===== config.mk =====
export PLATFORM = sky130hd
export DESIGN_NAME = tt_um_bmsce_project_1
export DESIGN_NICKNAME = d
export VERILOG_FILES = /design/src/rtl/tt_um_bmsce_project_1.sv
export SDC_FILE = /design/constraint.sdc
export NUM_CORES = 1
export LEC_CHECK = 0
export ABC_AREA = 1
export CORE_AREA = 2 2 40 60
export DETAILED_ROUTE_END_ITERATION = 8
export DIE_AREA = 0 0 42 62
export PLACE_DENSITY = 0.88
export SYNTH_ARGS = -nofsm -noshare
export SYNTH_HDL_FRONTEND = slang
export SYNTH_SLANG_ARGS = --single-unit

===== constraint.sdc =====
create_clock -name clk -period 3.5 [get_ports clk]
set_input_delay 0.875 -clock clk [delete_from_list [all_inputs] [get_ports clk]]
set_output_delay 0.875 -clock clk [all_outputs]
set_load 0.02 [all_outputs]

===== src/rtl/tt_um_bmsce_project_1.sv =====
// 2-bit magnitude comparator tile: combinational gt/eq/lt flags plus a registered
// copy of the result, a change pulse, and saturating entry counters for gt and lt.
module tt_um_bmsce_project_1 (
   input  logic       clk,
   input  logic       rst_n,
   input  logic       ena,
   input  logic [7:0] ui_in,
   input  logic [7:0] uio_in,
   output logic [7:0] uo_out,
   output logic [7:0] uio_out,
   output logic [7:0] uio_oe
);

   logic [1:0] op_a;
   logic [1:0] op_b;
   logic       clr;
   logic [2:0] cmp;
   logic [2:0] r;
   logic       chg;
   logic [3:0] gt_cnt;
   logic [3:0] lt_cnt;
   logic       unused_inputs;

   assign op_a = ui_in[1:0];
   assign op_b = ui_in[3:2];
   assign clr  = ui_in[4];

   // {lt, eq, gt}: exactly one bit is always set
   assign cmp = {op_a < op_b, op_a == op_b, op_a > op_b};

   assign unused_inputs = &{1'b0, ui_in[7:5], uio_in};

   always_ff @(posedge clk or negedge rst_n) begin
      if (!rst_n) begin
         r      <= 3'b000;
         chg    <= 1'b0;
         gt_cnt <= 4'd0;
         lt_cnt <= 4'd0;
      end else if (ena) begin
         r   <= cmp;
         chg <= (cmp != r);
         // entry = flag set now but not in the previously registered result
         if (clr)
            gt_cnt <= 4'd0;
         else if (cmp[0] && !r[0] && gt_cnt != 4'd15)
            gt_cnt <= gt_cnt + 4'd1;
         if (clr)
            lt_cnt <= 4'd0;
         else if (cmp[2] && !r[2] && lt_cnt != 4'd15)
            lt_cnt <= lt_cnt + 4'd1;
      end
   end

   assign uo_out  = {1'b0, chg, r, cmp};
   assign uio_out = {lt_cnt, gt_cnt};
   assign uio_oe  = 8'hFF;

endmodule


======== After elaboration in Yosys (flattened, before gate mapping) ========
Cells that the tools add are included.
word-level totals
  logic and storage cells ................. 26
  output and inout port bits .............. 24
  register bits after elaboration ......... 12
cells by class
  add/subtract/negate cells ............... 2
  magnitude comparators ................... 2
  reductions and logical operators ........ 10
  multiplexer cells ....................... 4
  equal/unequal tests ..................... 4
operators by type and width
  cell                 count
  $mux 4               4
  $add 4x1->4 const B  2
  $ne 4x4->1 const B   2
  $logic_and 1x1->1    4
  $reduce_and 2->1     2
  $reduce_bool 2->1    2
  $ne 3x3->1           1
  $eq 2x2->1           1
  $gt 2x2->1           1
  $logic_not 1->1      2
  $lt 2x2->1           1

======== Depth between registers and ports, before layout ========
  depth in word-level cells ............... 5
  mapped depth ............................ 12
  depth with buffers taken out ............ 12

======== Least setup slack after synthesis ========
OpenSTA, ideal clock, no wires.
  path kind ............................... input-to-output
  start point ............................. input ui_in[3]
  end point ............................... output uo_out[0]
  data required time ...................... 2,625 ps
  slack ................................... 793 ps
  cell stages on the path ................. 6
  path buffers ............................ 0
  data arrival time ....................... 1,832 ps
  cell sequence ........................... inv_1 > ha_1 > inv_1 > nor2_1 > nor2_1 > nor2_1
between the ends
  longest elaborated chain between the ends .. 1
RTL lines
  what                line  RTL
  start: declaration  7     input logic [7:0] ui_in,
  $gt 2x2->1          29    assign cmp = {op_a < op_b, op_a == op_b, op_a > op_b};
  end: declaration    9     output logic [7:0] uo_out,
No other way between the ends.

======== Final worst setup path ========
  start point ............................. input ui_in[3]
  end point ............................... output uo_out[1]
between the ends
  longest elaborated chain between the ends .. 1
RTL lines
  what        line
  $eq 2x2->1  29
No other way between the ends.

==> flow_metrics.py <==
metrics = {
    "outcome": {
        "status": "finished clean",
    },
    "synth": {
        "synth_commonest_cells": "nand2_1 (32), nor2_1 (15), dfrtp_1 (12), inv_1 (12), buf_4 (10)",
        "synth-main-ff-cell": "dfrtp_1",
        "syn_area_um2": 825,
        "ys_async_sr_fraction_pct": 100,
        "synthTopCellsByArea": "dfrtp_1 (36%), nand2_1 (15%), buf_4 (9.1%)",
        "yosys.cell_types.count": 19,
        "synth_top_area_share_pct": 36.4,
        "synth_edf_count": 0,
        "avgSynthCellArea_um2": 7.30,
        "yosys.area.top_type": "dfrtp_1",
        "syn_inst": 113,
        "yosysMostFrequentCell": "nand2_1",
        "yosysWarnings": 0,
        "ys_seq_area_share_pct": 36.4,
        "ys_seq_elements": 12,
    },
    "clocking": {
        "cts_sinks": 12,
        "clk_latency_ps": 290,
        "htree_levels": 1,
        "post-cts-setup-buffer-count": 0,
        "numCtsBuffers": 3,
        "clock_path_buffers": 2,
        "clk_pin_slew_ps": 80,
        "root_buffer": "clkbuf_4",
        "cts_tree": "built",
    },
    "worst_setup_path": {
        "max_stage_delay_ps": 620,
        "cp-start-kind": "primary input",
        "slowest_stage": "clkdlybuf4s50_1",
        "path_cells": "clkdlybuf4s50_1, inv_1, ha_1, nand2_1, inv_1, clkdlybuf4s50_1",
        "arrival_ps": 2430,
        "endpoint_kind": "output pin",
        "critPathMaxFanout": 3,
        "cp.required_ps": 2620,
        "worstSetupPathType": "in2out",
        "crit_buf_inv": 4,
        "crit_family": "buffers and inverters",
    },
    "floorplan": {
        "die_h_um": 62,
        "row_count": 21,
        "io_pins": 43,
        "dieWidth_um": 42,
        "core_area_mm2": 0.00213,
        "initial_utilization_pct": 38.7,
        "dieArea_mm2": 0.00260,
    },
    "layout": {
        "insertedDiodeCount": 0,
        "area_growth_pct": 30.2,
        "n_fill_cell": 202,
        "fin_nets": 164,
        "drive_gt1_share_pct": 10.1,
        "fin_util_pct": 50.4,
    },
    "global_route": {
        "first_global_vias": 715,
        "grt_max_degree": 13,
        "overflow": 0,
        "grt_pass1_wl_um": 2840,
        "grt_use_total_pct": 14.4,
        "antenna_found_initial": 0,
    },
    "hold_path": {
        "min_path_type": "reg2reg",
    },
    "route": {
        "drc": 0,
        "drt-vias-per-instance": 4.68,
        "routed_wl_um": 1590,
        "ant_nets": 0,
        "wl_per_cell_um": 9.88,
        "drt_iter0_markers": 20,
        "dr_total_vias": 754,
        "drtPass1Iterations": 4,
    },
    "placed_design": {
        "dp_slack_ps": -0.644,
        "gp_congestion": 0.721,
        "dp_hpwl_um": 1250,
        "port_buffers": 22,
    },
    "timing": {
        "rsz0062_at_grt": "false",
        "tightest_slew_ps": 552,
        "relSlewSlack_pct": 63.1,
        "period_needed_ps": 3310,
        "post-route-period-util_pct": 94.6,
        "fin_tns_setup_ps": 0,
        "hold_violations": 0,
        "setup_violations": 0,
        "clock-skew-final_ps": 6.24,
        "fin_ws_ps": 191,
        "drv_slew": 0,
        "fmax_mhz": 302,
    },
    "job": {
        "max-cap-violations": 0,
    },
    "power": {
        "cellLeakagePower_nw": 0.585,
        "combPwrFrac_pct": 33.5,
        "irDropWorstVdd_mv": 0.215,
        "p_sw_share_pct": 34.4,
        "p_clk_share_pct": 27.0,
        "powerDensity_mw_per_mm2": 399,
        "power.switching_w": 0.000147,
        "pwr-share-seq_pct": 39.5,
        "intPower_w": 0.000281,
    },
}
kinds of logic after synthesis:
logic type	Yosys count	synth area share, %
AND/OR/NAND/NOR	62	31.9
buffers and inverters	24	16.7
flip-flops	12	36.4
AO/OA/AOI/OAI	7	5.01
adder cells (fa/ha/maj)	6	9.10
other	2	0.911
power by group through the flow:
| stage | Clock, W | Combinational, W | Sequential (W) |
|---|---|---|---|
| floorplan | 0 | 0.0000782 | 0.000185 |
| global placement | 0 | 0.000143 | 0.000171 |
| detailed placement | 0 | 0.000147 | 0.000171 |
| CTS | 0.000119 | 0.000146 | 0.000169 |
| global route | 0.000123 | 0.000161 | 0.000172 |
| finish | 0.000116 | 0.000144 | 0.000169 |
worst paths after layout:
check	slack [ps]	depth (start not counted)	end	start
max	190	6	uo_out[1]	ui_in[3]
min	530	1	r[2]	r[2]
max reg2reg	2260	7	gt_cnt[1]	gt_cnt[0]
min reg2reg	530	1	r[2]	r[2]
max in group asynchronous	2190	1	lt_cnt[2]	rst_n
min in group asynchronous	940	1	gt_cnt[3]	rst_n
layout make-up:
| class | count | area [um2] | share of cell area, % |
|---|---|---|---|
| multi-input cells | 84 | 413 | 38.5 |
| repair buffers | 25 | 244 | 22.7 |
| inverters | 13 | 51.3 | 4.78 |
| flip-flops and latches | 12 | 300 | 28.0 |
| clock buffers | 4 | 36.3 | 3.38 |
| well taps | 23 | 28.8 | 2.68 |
flip-flops by register name (all words and copies together) (netlist names):
register and count:
chg 1, r 3, gt_cnt 4, lt_cnt 4
layout by cell type (no fill, tap or decap), drive strengths merged:
cell           instances
nand4                  2
o22ai                  1
inv                   13
and3                   1
clkdlybuf4s50         20
o21bai                 1
o21ai                  2
dlymetal6s2s           1
dlygate4sd2            1
conb                   9
clkbuf                 4
dfrtp                 12
buf                    3
nand2                 38
nand3                  6
o21a                   1
a21oi                  2
nor2                  15
ha                     6
metrics by stage:
stage / instances / hold WS, ps / power (W) / instance area (um2)
finish: 161 / 528 / 0.000428 / 1070
global route: 161 / 561 / 0.000456 / 1070
CTS: 161 / 534 / 0.000434 / 1070
detailed placement: 157 / 512 / 0.000318 / 1040
global placement: 157 / 511 / 0.000314 / 1040
floorplan: 120 / 557 / 0.000263 / 851
metal layers:
metal	share of wire (%)	track usage, %
met4	3.2	9.68
met2	50	25.9
met3	6.0	2.60
met5	0	0
met1	40	15.5
repair_timing:
action / in CTS / in global routing
gates resized for setup: 1 / 1
hold buffers: 0 / 0
endpoints found under the setup margin: 1 / 1
(Power assumes the default switching activity.)
